--- src/rtl/rw_txn_sequencer.sv ---
// rw_txn_sequencer: generates the start / wr / rd / done strobes that drive
// the read-write checker stage. Each accepted request produces a one-cycle
// start pulse, a contiguous write burst, a contiguous read burst and a done
// pulse. An abort cuts the sequence short with a one-cycle aborted pulse.
//
// Ports:
//   clk, rst_n          clock, asynchronous active-low reset
//   req_valid/req_ready request handshake (req_ready combinational from state)
//   req_wr_len          write burst length, latched on acceptance
//   req_rd_len          read burst length, latched on acceptance
//   abort               abort of the transaction in flight
//   start, wr, rd       registered phase strobes
//   done, aborted       registered completion / abort pulses
//   busy                registered, high whenever not idle
//   txn_count           saturating count of completed transactions
module rw_txn_sequencer #(
    parameter int unsigned LEN_W = 4,
    parameter int unsigned CNT_W = 16
) (
    input  logic             clk,
    input  logic             rst_n,
    input  logic             req_valid,
    output logic             req_ready,
    input  logic [LEN_W-1:0] req_wr_len,
    input  logic [LEN_W-1:0] req_rd_len,
    input  logic             abort,
    output logic             start,
    output logic             wr,
    output logic             rd,
    output logic             done,
    output logic             aborted,
    output logic             busy,
    output logic [CNT_W-1:0] txn_count
);

    typedef enum logic [2:0] {
        S_IDLE,
        S_START,
        S_WRITE,
        S_READ,
        S_DONE
    } state_t;

    state_t           state;
    state_t           state_nxt;
    logic [LEN_W-1:0] wlen_q;
    logic [LEN_W-1:0] rlen_q;
    logic [LEN_W-1:0] cnt_q;
    logic [LEN_W-1:0] cnt_nxt;
    logic             abort_hit;

    assign req_ready = (state == S_IDLE);

    // State and burst-counter registers
    always_ff @(posedge clk or negedge rst_n) begin
        if (!rst_n) begin
            state <= S_IDLE;
            cnt_q <= '0;
        end else begin
            state <= state_nxt;
            cnt_q <= cnt_nxt;
        end
    end

    // Next-state logic; the counter holds the remaining beats minus one
    always_comb begin
        state_nxt = state;
        cnt_nxt   = cnt_q;
        abort_hit = 1'b0;
        case (state)
            S_IDLE: begin
                if (req_valid) begin
                    state_nxt = S_START;
                end
            end
            S_START: begin
                if (abort) begin
                    abort_hit = 1'b1;
                    state_nxt = S_IDLE;
                end else if (wlen_q != '0) begin
                    state_nxt = S_WRITE;
                    cnt_nxt   = wlen_q - LEN_W'(1);
                end else if (rlen_q != '0) begin
                    state_nxt = S_READ;
                    cnt_nxt   = rlen_q - LEN_W'(1);
                end else begin
                    state_nxt = S_DONE;
                end
            end
            S_WRITE: begin
                if (abort) begin
                    abort_hit = 1'b1;
                    state_nxt = S_IDLE;
                end else if (cnt_q == '0) begin
                    if (rlen_q != '0) begin
                        state_nxt = S_READ;
                        cnt_nxt   = rlen_q - LEN_W'(1);
                    end else begin
                        state_nxt = S_DONE;
                    end
                end else begin
                    cnt_nxt = cnt_q - LEN_W'(1);
                end
            end
            S_READ: begin
                if (abort) begin
                    abort_hit = 1'b1;
                    state_nxt = S_IDLE;
                end else if (cnt_q == '0) begin
                    state_nxt = S_DONE;
                end else begin
                    cnt_nxt = cnt_q - LEN_W'(1);
                end
            end
            S_DONE: begin
                state_nxt = S_IDLE;
            end
            default: begin
                state_nxt = S_IDLE;
            end
        endcase
    end

    // Burst lengths captured at the handshake so later input changes are ignored
    always_ff @(posedge clk or negedge rst_n) begin
        if (!rst_n) begin
            wlen_q <= '0;
            rlen_q <= '0;
        end else if (req_valid && req_ready) begin
            wlen_q <= req_wr_len;
            rlen_q <= req_rd_len;
        end
    end

    // Strobes are decoded from the next state so they align with the state cycle
    always_ff @(posedge clk or negedge rst_n) begin
        if (!rst_n) begin
            start   <= 1'b0;
            wr      <= 1'b0;
            rd      <= 1'b0;
            done    <= 1'b0;
            aborted <= 1'b0;
            busy    <= 1'b0;
        end else begin
            start   <= (state_nxt == S_START);
            wr      <= (state_nxt == S_WRITE);
            rd      <= (state_nxt == S_READ);
            done    <= (state_nxt == S_DONE);
            aborted <= abort_hit;
            busy    <= (state_nxt != S_IDLE);
        end
    end

    // Completed-transaction counter, saturating at all-ones
    always_ff @(posedge clk or negedge rst_n) begin
        if (!rst_n) begin
            txn_count <= '0;
        end else if ((state_nxt == S_DONE) && (txn_count != '1)) begin
            txn_count <= txn_count + CNT_W'(1);
        end
    end

endmodule
--- config.mk ---
export PLATFORM = sky130hd
export DESIGN_NAME = rw_txn_sequencer
export DESIGN_NICKNAME = d
export VERILOG_FILES = /design/src/rtl/rw_txn_sequencer.sv
export SDC_FILE = /design/constraint.sdc
export NUM_CORES = 1
export LEC_CHECK = 0
export ABC_AREA = 1
export ABC_CLOCK_PERIOD_IN_PS = 2300
export BUFFER_PORTS_ARGS = -buffer_cell sky130_fd_sc_hd__buf_2
export CAP_MARGIN = 0
export CORE_ASPECT_RATIO = 1.5
export CORE_MARGIN = 4
export CORE_UTILIZATION = 45
export DETAILED_ROUTE_END_ITERATION = 10
export PLACE_DENSITY = 0.66
export SYNTH_ARGS = -nofsm -noshare
export SYNTH_HDL_FRONTEND = slang
export SYNTH_SLANG_ARGS = --single-unit
--- constraint.sdc ---
create_clock -name clk -period 2.3 [get_ports clk]
set_input_delay 0.46 -clock clk [delete_from_list [all_inputs] [get_ports clk]]
set_output_delay 0.46 -clock clk [all_outputs]
set_load 0.1 [all_outputs]
## Word-level counts from Yosys, hierarchy flattened

Cells that the tools add are included.

| operators by class | value |
|---|---|
| add/sub/neg operators | 4 |
| eq/ne operators | 12 |
| mux-type cells | 19 |
| reduce and logical (&&, ||, !) cells | 10 |

Operator list:

| kind | number |
|---|---|
| 4-bit two-way mux | 7 |
| 3-bit two-way mux | 8 |
| 16-bit by 1-bit adder with 16-bit output (second input constant) | 1 |
| 16-bit inequality test (second input constant) | 1 |
| 3-bit by 2-bit == test with 1-bit output (second input constant) | 4 |
| 3-bit one-hot mux with 4 select lines | 1 |
| 4-bit one-hot mux with 3 select lines | 1 |
| 4-bit by 1-bit subtractor with 4-bit output (second input constant) | 3 |
| 2-bit inequality test (second input constant) | 4 |
| 4-bit nonzero test | 2 |
| 3-bit by 1-bit == test with 1-bit output (second input constant) | 2 |
| 3-bit nonzero test | 2 |
| 5-bit AND reduction | 1 |
| 4-bit zero test | 1 |
| 3-bit == test (second input constant) | 1 |
| 3-bit zero test | 1 |
| 3-bit OR reduction | 1 |
| 1-bit logical AND | 2 |
| 1-bit two-way mux | 2 |

| word-level totals | value |
|---|---|
| register bits | 37 |
| output and inout port bits | 23 |

## Longest topological paths before layout

Gate-level depths: netlist of run 1.

| logic depth | value |
|---|---|
| depth after elaboration | 7 |
| mapped depth | 13 |
| gate-level depth less buffers | 12 |

## Worst setup path after synthesis of run 1

No wires, ideal clock.

| timing | value |
|---|---|
| path kind | reg-to-reg |
| start point | reg state[0] |
| end point | reg wlen_q[2] |
| library setup time | 129 ps |
| arrival time | 3238 ps |
| slack | -1067 ps |
| cell stages (with the launch flop) | 6 |
| clock period less this slack | 3367 ps |
| cell sequence | dfrtp_1 > nor3_1 > nand2_1 > clkinv_1 > buf_2 > o21ai_0 |

| on the way | value |
|---|---|
| word-level cells in the longest chain between the ends | 2 |

Ends and longest elaborated chain:

| item | line | RTL |
|---|---|---|
| start: declaration | 44 | `state_t state;` |
| start signal: assignment | 60 | `state <= state_nxt;` |
| 3-bit zero test | 52 | `assign req_ready = (state == S_IDLE);` |
| via req_ready | 23 | `output logic req_ready,` |
| 1-bit logical AND | 129 | `end else if (req_valid && req_ready) begin` |
| end signal: assignment | 130 | `wlen_q <= req_wr_len;` |
| end: declaration | 46 | `logic [LEN_W-1:0] wlen_q;` |

The timed path passes the listed nets, and every way through them passes these cells.
A chain may end at the register's enable or synchronous reset.

## Final worst setup path of run 1

| timing | value |
|---|---|
| start point | reg state[0] |
| end point | out req_ready |

| on the way | value |
|---|---|
| word-level cells in the longest chain between the ends | 1 |

Ends and longest elaborated chain:

| item | line |
|---|---|
| 3-bit zero test | 52 |
| end: declaration | 23 |

Every way passes these cells.

==> flow_summary_export.csv, run 1 <==
group,metric,value,unit
yosys,yosys_register_bits,37,
timing,clock_skew,0.00835,ns
timing,setup_slack,0.420,ns
yosys,synth_cell_type_count,33,
timing,fmax,0.532,GHz
yosys,synth-seq-area-share,0.403,
pwr,seq_power_share,0.301,
cts,cts_buffer_depth,2,
cts,cts-resized-gates,0,
global_routing,grt_util_all_layers,0.181,
pwr,pwr-share-clk,0.217,
yosys,synth_top_area_cell,"dfrtp_1",
placed_design,numPortBuffers,34,
yosys,async_reset_ff_frac,1.00,
timing,fin_crit_sh,0.817,
pwr,ir_drop,0.000492,V
global_routing,antenna_found_initial,0,
pwr,p_sw,1.49,mW
layout,num_antenna_cells,0,
worst_setup_path,cp.required,1.84,ns
global_routing,grt-ovfl-total,0,
die,rows,31,
layout,drive_gt1_frac,0.232,
global_routing,met1_usage,0.190,
cts,htreeDepth,2,
detailed_routing,vias,2033,
pwr,finalPower,3.13,mW
cts,cts-root-buf,"clkbuf_8",
detailed_routing,first_pass_iters,4,
cts,cts_hold_buf,0,
worst_hold_path,min_path_type,"in2async",
timing,finalSetupTns,0,ns
worst_setup_path,criticalPathCategory,"reg2out",
yosys,syn_avg_cell_area,7.63,um2
global_routing,use_met3,0.0342,
yosys,ys_warn_count,0,
timing,hold_viol,0,
global_routing,grt_pass1_wl,8800,um
yosys,synth_top_area_frac,0.403,
worst_setup_path,startpoint,"state[0]$_DFF_PN0_",
placed_design,hpwl,3880,um
timing,max_slew_margin,0.449,
yosys,netlist_instances,301,
pwr,cellLeakagePower,1.36,nW
worst_setup_path,critical_path.max_fanout,6,
timing,fin_crit,1.88,ns
global_routing,met2_usage,0.336,
worst_setup_path,reg2reg_depth,12,
pwr,netSwitchingFraction,0.476,
die,start_util,0.470,
yosys,synth-edff-count,0,
worst_setup_path,reg2reg_slack,0.52,ns
cts,cts_buffers,5,
placed_design,finalWeightedCongestion,0.926,
layout,final_nets,356,
layout,multi_input_area,1190,um2
timing,rsz0062_at_grt,"no",
pwr,internal-power,1.64,mW
die,die_area,6340,um2
cts,postCtsSetupRepairBufs,0,
yosys,synthTopCellsByArea,"dfrtp_1 40%, nand2_1 14%, inv_1 5.4%",
layout,final_util,0.545,
cts,cts.sinks,37,
cts,insertion_delay,0.30,ns
layout,fill_cells,501,
detailed_routing,routedWlPerCell,12.6,um
worst_setup_path,cp-start-kind,"register",
detailed_routing,drcViolationCount,0,
pwr,powerDensity,1170,nW/um2
layout,seqCellArea,926,um2
worst_setup_path,endpoint_kind,"output port",
timing,holdWs,0.253,ns
yosys,ys_top_cells_by_count,"86 x nand2_1, 37 x dfrtp_1, 33 x inv_1, 23 x nand3_1, 23 x nor2_1",
outcome,outcome,"completed",
yosys,syn_area,2300,um2
yosys,yosysMostFrequentCell,"nand2_1",
layout,area_growth_syn_to_layout,15.9,%
die,die-height,95.5,um
global_routing,busiest_layer,"met2",
pwr,combPwrFrac,0.482,
run,maxCapViolations,0,
cts,cts_tree,"built",
die,core_area,4890,um2
detailed_routing,postRouteAntennaNets,0,
detailed_routing,viasPerCell,5.01,
cts,clk_pin_slew,0.08,ns
timing,slew_viol_final,0,
placed_design,dp_worst_setup_slack,0.534,ns
yosys,synth_ff_type,"dfrtp_1",
timing,worst_slew_pin_slew,0.826,ns
timing,setup_viol,0,
worst_setup_path,cp.arrival,1.42,ns
die,ios,35,
yosys,syn-num-nets,318,
global_routing,grt_pass1_vias,2025,
worst_setup_path,regToRegStartpoint,"cnt_q[0]$_DFFE_PN0P_",
global_routing,grt_max_degree,38,
die,die_w,66.3,um
detailed_routing,detail_route.iter0.violations,82,
detailed_routing,wl,5110,um
==> metal layers <==
layer	wire length [um]	part of all wire
met2	2670	0.52
met1	2020	0.40
met3	245	0.048
met4	175	0.034
met5	0	0
==> logic make-up after synthesis <==
kind of cell | Yosys count | synth area share
AO/OA/AOI/OAI | 29 | 0.0692
XOR/XNOR | 14 | 0.0534
adder cells (fa/ha/maj) | 5 | 0.0272
buffers and inverters | 43 | 0.0850
flip-flops | 37 | 0.403
AND/OR/NAND/NOR | 173 | 0.362
==> placed cells by master, fill, tap and decap left out, types with 3 or more instances in the layout <==
| master | netlist | final |
|---|---|---|
| nor2_1 | 23 | 23 |
| nand3_1 | 23 | 23 |
| inv_1 | 33 | 33 |
| a21oi_1 | 6 | 6 |
| inv_2 | 4 | 4 |
| nand2_2 | 17 | 17 |
| nor3_1 | 5 | 4 |
| nand4_1 | 5 | 5 |
| dfrtp_1 | 37 | 37 |
| buf_2 | 1 | 34 |
| o21ai_0 | 17 | 17 |
| ha_1 | 5 | 5 |
| nand2_1 | 86 | 86 |
| xnor2_1 | 3 | 3 |
| clkbuf_8 | 0 | 5 |
| nor2_2 | 4 | 4 |
| xor2_1 | 11 | 11 |
==> stage by stage <==
step,cells,cell area (um2)
after floorplan,301,2310
after global placement,398,2530
after detailed placement,398,2530
after CTS,406,2660
after global routing,406,2660
final,406,2660
==> worst paths after layout <==
kind | to
min in group clk | wlen_q[2]$_DFFE_PN0P_
max in group asynchronous | state[0]$_DFF_PN0_
max | req_ready
min reg2reg | txn_count[15]$_DFFE_PN0P_
min | rlen_q[2]$_DFFE_PN0P_
max reg2reg | txn_count[0]$_DFFE_PN0P_
==> layout make-up <==
cell class,instances,area share
multi-input combinational,221,0.446
timing repair buffer,34,0.0639
clock inverter,3,0.0244
tap,66,0.0310
sequential,37,0.348
inverter,40,0.0611
clock buffer,5,0.0258
==> worst max-delay path, stage by stage, from the launching register on <==
cell and delay (ns):
dfrtp_1 0.47, nor3_4 0.20, buf_2 0.45
==> power groups by stage <==
| stage | registers [mW] | clock network (mW) | logic [mW] |
|---|---|---|---|
| 2_1_floorplan | 1.28 | 0 | 0.899 |
| 3_3_place_gp | 0.955 | 0 | 1.50 |
| 3_5_place_dp | 0.958 | 0 | 1.51 |
| 4_1_cts | 0.943 | 0.693 | 1.52 |
| 5_1_grt | 0.968 | 0.724 | 1.68 |
| 6_report | 0.943 | 0.679 | 1.51 |
==> registers in the layout, indices dropped and copies added (netlist names), 3 cells and up <==
| signal | flops |
|---|---|
| cnt_q | 4 |
| txn_count | 16 |
| state | 3 |
| wlen_q | 4 |
| rlen_q | 4 |
Note: power is estimated with default switching activity, not from simulation.
==> run 2, diff against run 1 <==
--- a/config.mk
+++ b/config.mk
@@ -6,7 +6,7 @@
 export NUM_CORES = 1
 export LEC_CHECK = 0
 export ABC_AREA = 1
-export ABC_CLOCK_PERIOD_IN_PS = 2300
+export ABC_CLOCK_PERIOD_IN_PS = 1850
 export BUFFER_PORTS_ARGS = -buffer_cell sky130_fd_sc_hd__buf_2
 export CAP_MARGIN = 0
 export CORE_ASPECT_RATIO = 1.5
==> constraint.sdc (replaced) <==
create_clock -name clk -period 1.85 [get_ports clk]
set_input_delay 0.37 -clock clk [delete_from_list [all_inputs] [get_ports clk]]
set_output_delay 0.37 -clock clk [all_outputs]
set_load 0.1 [all_outputs]
==> flow_summary_export.csv, run 2 (synthesis gave the netlist of run 1 again) <==
group,metric,value,unit
worst_hold_path,min_path_type,"in2reg",
detailed_routing,first_pass_iters,5,
global_routing,grt_util_all_layers,0.187,
cts,cts_buffer_depth,2,
die,rows,31,
placed_design,numPortBuffers,34,
worst_setup_path,crit_top_cell,"nand2_2",
worst_setup_path,critical_path.max_fanout,19,
global_routing,grt_max_degree,30,
worst_setup_path,slowest_stage,"dfrtp_1",
timing,worst_slew_pin_slew,0.487,ns
worst_setup_path,cp.required,2.03,ns
global_routing,grt_pass1_wl,9090,um
timing,slew_viol_final,0,
timing,clock_skew,0.0144,ns
layout,fill_cells,489,
pwr,internal-power,2.07,mW
timing,holdWs,0.290,ns
pwr,cellLeakagePower,1.38,nW
worst_setup_path,max_stage_delay,0.40,ns
layout,mostFrequentLayoutCell,"nand2_1",
cts,cts.sinks,37,
die,die-height,95.5,um
layout,regMostFlops,"txn_count",
timing,setup_viol,0,
cts,cts-root-buf,"clkbuf_8",
detailed_routing,postRouteAntennaNets,0,
pwr,netSwitchingFraction,0.481,
timing,fmax,0.581,GHz
detailed_routing,detail_route.iter0.violations,167,
placed_design,dpl_cell_area,2640,um2
layout,final_nets,367,
layout,final_util,0.570,
timing,fin_crit_sh,0.931,
timing,fin_crit,1.72,ns
pwr,pwr-share-clk,0.188,
pwr,seq_power_share,0.296,
cts,cts_buffers,5,
global_routing,grt_pass1_vias,2023,
die,die_area,6340,um2
cts,insertion_delay,0.29,ns
placed_design,dp_cells,407,
detailed_routing,vias,2107,
die,ios,35,
pwr,finalPower,3.98,mW
die,die_w,66.3,um
cts,cts_tree,"built",
layout,instances_no_fill,417,
detailed_routing,drcViolationCount,0,
placed_design,hpwl,4110,um
timing,max_slew_margin,0.677,
placed_design,dp_worst_setup_slack,0.129,ns
detailed_routing,wl,5430,um
layout,layout_common_cells,"86 x nand2_1, 33 x inv_1, 33 x buf_2, 23 x nor2_1, 23 x nand3_1",
pwr,p_sw,1.91,mW
placed_design,finalWeightedCongestion,0.925,
pwr,ir_drop,0.000673,V
outcome,outcome,"completed",
worst_setup_path,cp-start-kind,"register",
run,maxCapViolations,0,
die,start_util,0.470,
pwr,combPwrFrac,0.516,
layout,num_antenna_cells,0,
timing,finalSetupTns,0,ns
worst_setup_path,criticalPathCategory,"reg2reg",
layout,drive_gt1_frac,0.308,
worst_setup_path,endpoint_kind,"register",
global_routing,antenna_found_initial,0,
worst_setup_path,crit_buf_inv,4,
timing,hold_viol,0,
worst_setup_path,cp.arrival,1.90,ns
cts,htreeDepth,2,
timing,setup_slack,0.128,ns
cts,clk_pin_slew,0.08,ns
layout,area_growth_syn_to_layout,21.3,%
detailed_routing,viasPerCell,5.05,
worst_setup_path,cp_cell_sequence,"inv_1 > ha_1 > buf_4 > nand2_2 > nor2_2 > nand3_2 > nand2_2 > nand2_2 > clkinv_4 > nand2_8 > clkinv_8 > nand2_1 > nand2_1",
global_routing,grt-ovfl-total,0,
layout,fin_area,2790,um2
worst_setup_path,crit_family,"simple AND/OR/NAND/NOR gates",
detailed_routing,routedWlPerCell,13.0,um
pwr,powerDensity,1430,nW/um2
layout,largest_reg_flops,16,
die,core_area,4890,um2
-- run 2: cell types whose count changed in the layout (fill, tap and decap cells not counted), sizes merged --
cell         previous run  this run
buf                    34        43
clkbuf                  5         7
dlygate4sd3             0         1
inv                    38        37
clkinvlp                0         1
bufinv                  2         1
-- run 2: path summary, 6_finish.rpt --
path                                      startpoint                        end  cells after the start  slack [ns]
min in group asynchronous                      rst_n      wlen_q[3]$_DFFE_PN0P_                      2        0.47
hold reg to reg            txn_count[15]$_DFFE_PN0P_  txn_count[15]$_DFFE_PN0P_                      2        0.53
max in group asynchronous                      rst_n         state[0]$_DFF_PN0_                      3        0.94
hold / removal                         req_wr_len[2]      wlen_q[2]$_DFFE_PN0P_                      3        0.29
setup reg to reg                cnt_q[1]$_DFFE_PN0P_   txn_count[3]$_DFFE_PN0P_                     13        0.13
setup / recovery                cnt_q[1]$_DFFE_PN0P_   txn_count[3]$_DFFE_PN0P_                     13        0.13
-- run 2: worst register-to-register path, stage by stage, from the launching register on --
cell	delay [ns]
dfrtp_1	0.40
inv_1	0.06
ha_1	0.19
buf_4	0.14
nand2_2	0.07
nor2_2	0.05
nand3_2	0.08
nand2_2	0.05
nand2_2	0.08
clkinv_4	0.08
nand2_8	0.14
clkinv_8	0.13
nand2_1	0.08
nand2_1	0.04
-- run 2: area by class of cell --
| type | instances | area [um2] | share of cell area |
|---|---|---|---|
| multi-input cells | 221 | 1190 | 0.428 |
| clock inverters | 2 | 37.5 | 0.0135 |
| flip-flops and latches | 37 | 952 | 0.342 |
| clock buffers | 6 | 82.6 | 0.0296 |
| well taps | 66 | 82.6 | 0.0296 |
| repair buffers | 45 | 270 | 0.0970 |
| inverters | 40 | 169 | 0.0606 |
-- run 2: power by group through the flow --
stage	Combinational, mW	Sequential (mW)	Clock, mW
after floorplan	1.13	1.60	0
after global placement	2.02	1.18	0
after detailed placement	2.02	1.20	0
after CTS	2.03	1.18	0.760
after global routing	2.26	1.20	0.804
final	2.05	1.18	0.750
-- run 2: timing repair --
item / in CTS / in global routing
setup buffers: 0 / 1
setup endpoints to repair: 0 / 9
hold buffers: 1 / 0
gates resized for setup: 0 / 3
hold endpoints to repair: 8 / 0
-- run 2: metal layers --
layer,share of wire,up-vias,GRT usage
li1,-,1048,-
met1,0.41,982,0.220
met2,0.51,59,0.320
met3,0.041,18,0.0342
met4,0.033,0,0.0966
met5,0,-,0
==> run 3, diff against run 2 <==
--- a/config.mk
+++ b/config.mk
@@ -9,7 +9,6 @@
 export ABC_CLOCK_PERIOD_IN_PS = 1850
 export BUFFER_PORTS_ARGS = -buffer_cell sky130_fd_sc_hd__buf_2
 export CAP_MARGIN = 0
-export CORE_ASPECT_RATIO = 1.5
 export CORE_MARGIN = 4
 export CORE_UTILIZATION = 45
 export DETAILED_ROUTE_END_ITERATION = 10
==> flow_summary_export.csv, run 3 (synthesis gave the netlist of run 1 again) <==
group,metric,value,unit
worst_setup_path,criticalPathCategory,"reg2out",
die,start_util,0.474,
die,rows,25,
cts,cts.sinks,37,
placed_design,hpwl,3650,um
cts,htreeDepth,2,
layout,final_nets,361,
die,die-height,79.5,um
cts,cts_tree,"built",
timing,fmax,0.569,GHz
die,die_w,79.5,um
layout,layout_common_cells,"86 x nand2_1, 34 x buf_2, 33 x inv_1, 23 x nor2_1, 23 x nand3_1",
cts,cts_buffer_depth,2,
worst_hold_path,min_path_type,"in2async",
outcome,outcome,"completed",
cts,cts_buffers,5,
worst_setup_path,cp.arrival,1.39,ns
global_routing,grt_util_all_layers,0.174,
detailed_routing,wl,4980,um
cts,clk_pin_slew,0.08,ns
layout,mostFrequentLayoutCell,"nand2_1",
worst_setup_path,endpoint_kind,"output port",
pwr,cellLeakagePower,1.35,nW
worst_setup_path,crit_family,"flip-flops",
placed_design,dpl_cell_area,2600,um2
global_routing,grt_max_degree,38,
global_routing,grt_pass1_vias,1944,
detailed_routing,vias,2014,
timing,slew_viol_final,0,
layout,num_antenna_cells,0,
layout,instances_no_fill,412,
timing,worst_slew_pin_slew,0.495,ns
die,core_area,4850,um2
timing,clock_skew,0.00953,ns
placed_design,finalWeightedCongestion,0.963,
cts,cts_hold_buf,0,
timing,fin_crit,1.76,ns
detailed_routing,detail_route.iter0.violations,116,
pwr,ir_drop,0.000892,V
cts,insertion_delay,0.28,ns
placed_design,dp_cells,403,
detailed_routing,routedWlPerCell,12.1,um
detailed_routing,postRouteAntennaNets,0,
worst_setup_path,cp.required,1.48,ns
layout,fin_area,2740,um2
run,maxCapViolations,0,
global_routing,grt-ovfl-total,0,
die,ios,35,
worst_setup_path,cp_cell_sequence,"nor3_4 > buf_2",
detailed_routing,first_pass_iters,4,
die,die_area,6310,um2
layout,largest_reg_flops,16,
global_routing,antenna_found_initial,0,
detailed_routing,viasPerCell,4.89,
worst_setup_path,cp-start-kind,"register",
timing,holdWs,0.0358,ns
layout,fill_cells,447,
cts,cts-resized-gates,0,
pwr,powerDensity,1370,nW/um2
pwr,finalPower,3.76,mW
cts,postCtsSetupRepairBufs,0,
worst_setup_path,crit_buf_inv,1,
layout,regMostFlops,"txn_count",
layout,area_growth_syn_to_layout,19.3,%
layout,final_util,0.565,
timing,hold_viol,0,
cts,cts-root-buf,"clkbuf_8",
timing,fin_crit_sh,0.951,
global_routing,grt_pass1_wl,8730,um
detailed_routing,drcViolationCount,0,
placed_design,numPortBuffers,34,
worst_setup_path,slowest_stage,"dfrtp_2",
timing,rsz0062_at_grt,"no",
layout,drive_gt1_frac,0.293,
timing,setup_viol,0,
timing,max_slew_margin,0.672,
worst_setup_path,max_stage_delay,0.45,ns
worst_setup_path,critical_path.max_fanout,6,
run 3: cell type report:
class	count	area, um2	share of cell area
flip-flops and latches	37	952	0.347
well taps	67	83.8	0.0306
multi-input cells	222	1230	0.450
inverters	40	169	0.0616
repair buffers	38	213	0.0776
clock buffers	8	90.1	0.0329
run 3: final timing paths:
check,from,to,slack [ns],depth (start not counted)
hold reg to reg,txn_count[9]$_DFFE_PN0P_,txn_count[9]$_DFFE_PN0P_,0.52,2
setup reg to reg,rlen_q[0]$_DFFE_PN0P_,txn_count[0]$_DFFE_PN0P_,0.19,12
min in group clk,req_wr_len[3],wlen_q[3]$_DFFE_PN0P_,0.29,3
hold / removal,rst_n,wlen_q[2]$_DFFE_PN0P_,0.04,2
max in group asynchronous,rst_n,txn_count[1]$_DFFE_PN0P_,1.60,2
setup / recovery,state[0]$_DFF_PN0_,req_ready,0.09,2
run 3: metal layers:
metal | vias up | GRT usage | routed length (um)
met2 | 43 | 0.283 | 2470
met5 | - | 0 | 0
met3 | 6 | 0.0418 | 206
li1 | 1040 | - | -
met4 | 0 | 0.0533 | 57
met1 | 925 | 0.228 | 2250
run 3: stage by stage:
step	TNS [ns]	worst slack, ns
2_1_floorplan	-0.401	-0.0515
3_3_place_gp	0	0.102
3_5_place_dp	0	0.0943
4_1_cts	0	0.0640
5_1_grt	0	0.00933
6_report	0	0.0915
run 3: power breakdown:
part / internal, mW / leakage (nW) / switching (mW)
Clock: 0.304 / 0.0455 / 0.274
Sequential: 1.02 / 0.458 / 0.151
Combinational: 0.565 / 0.846 / 1.44
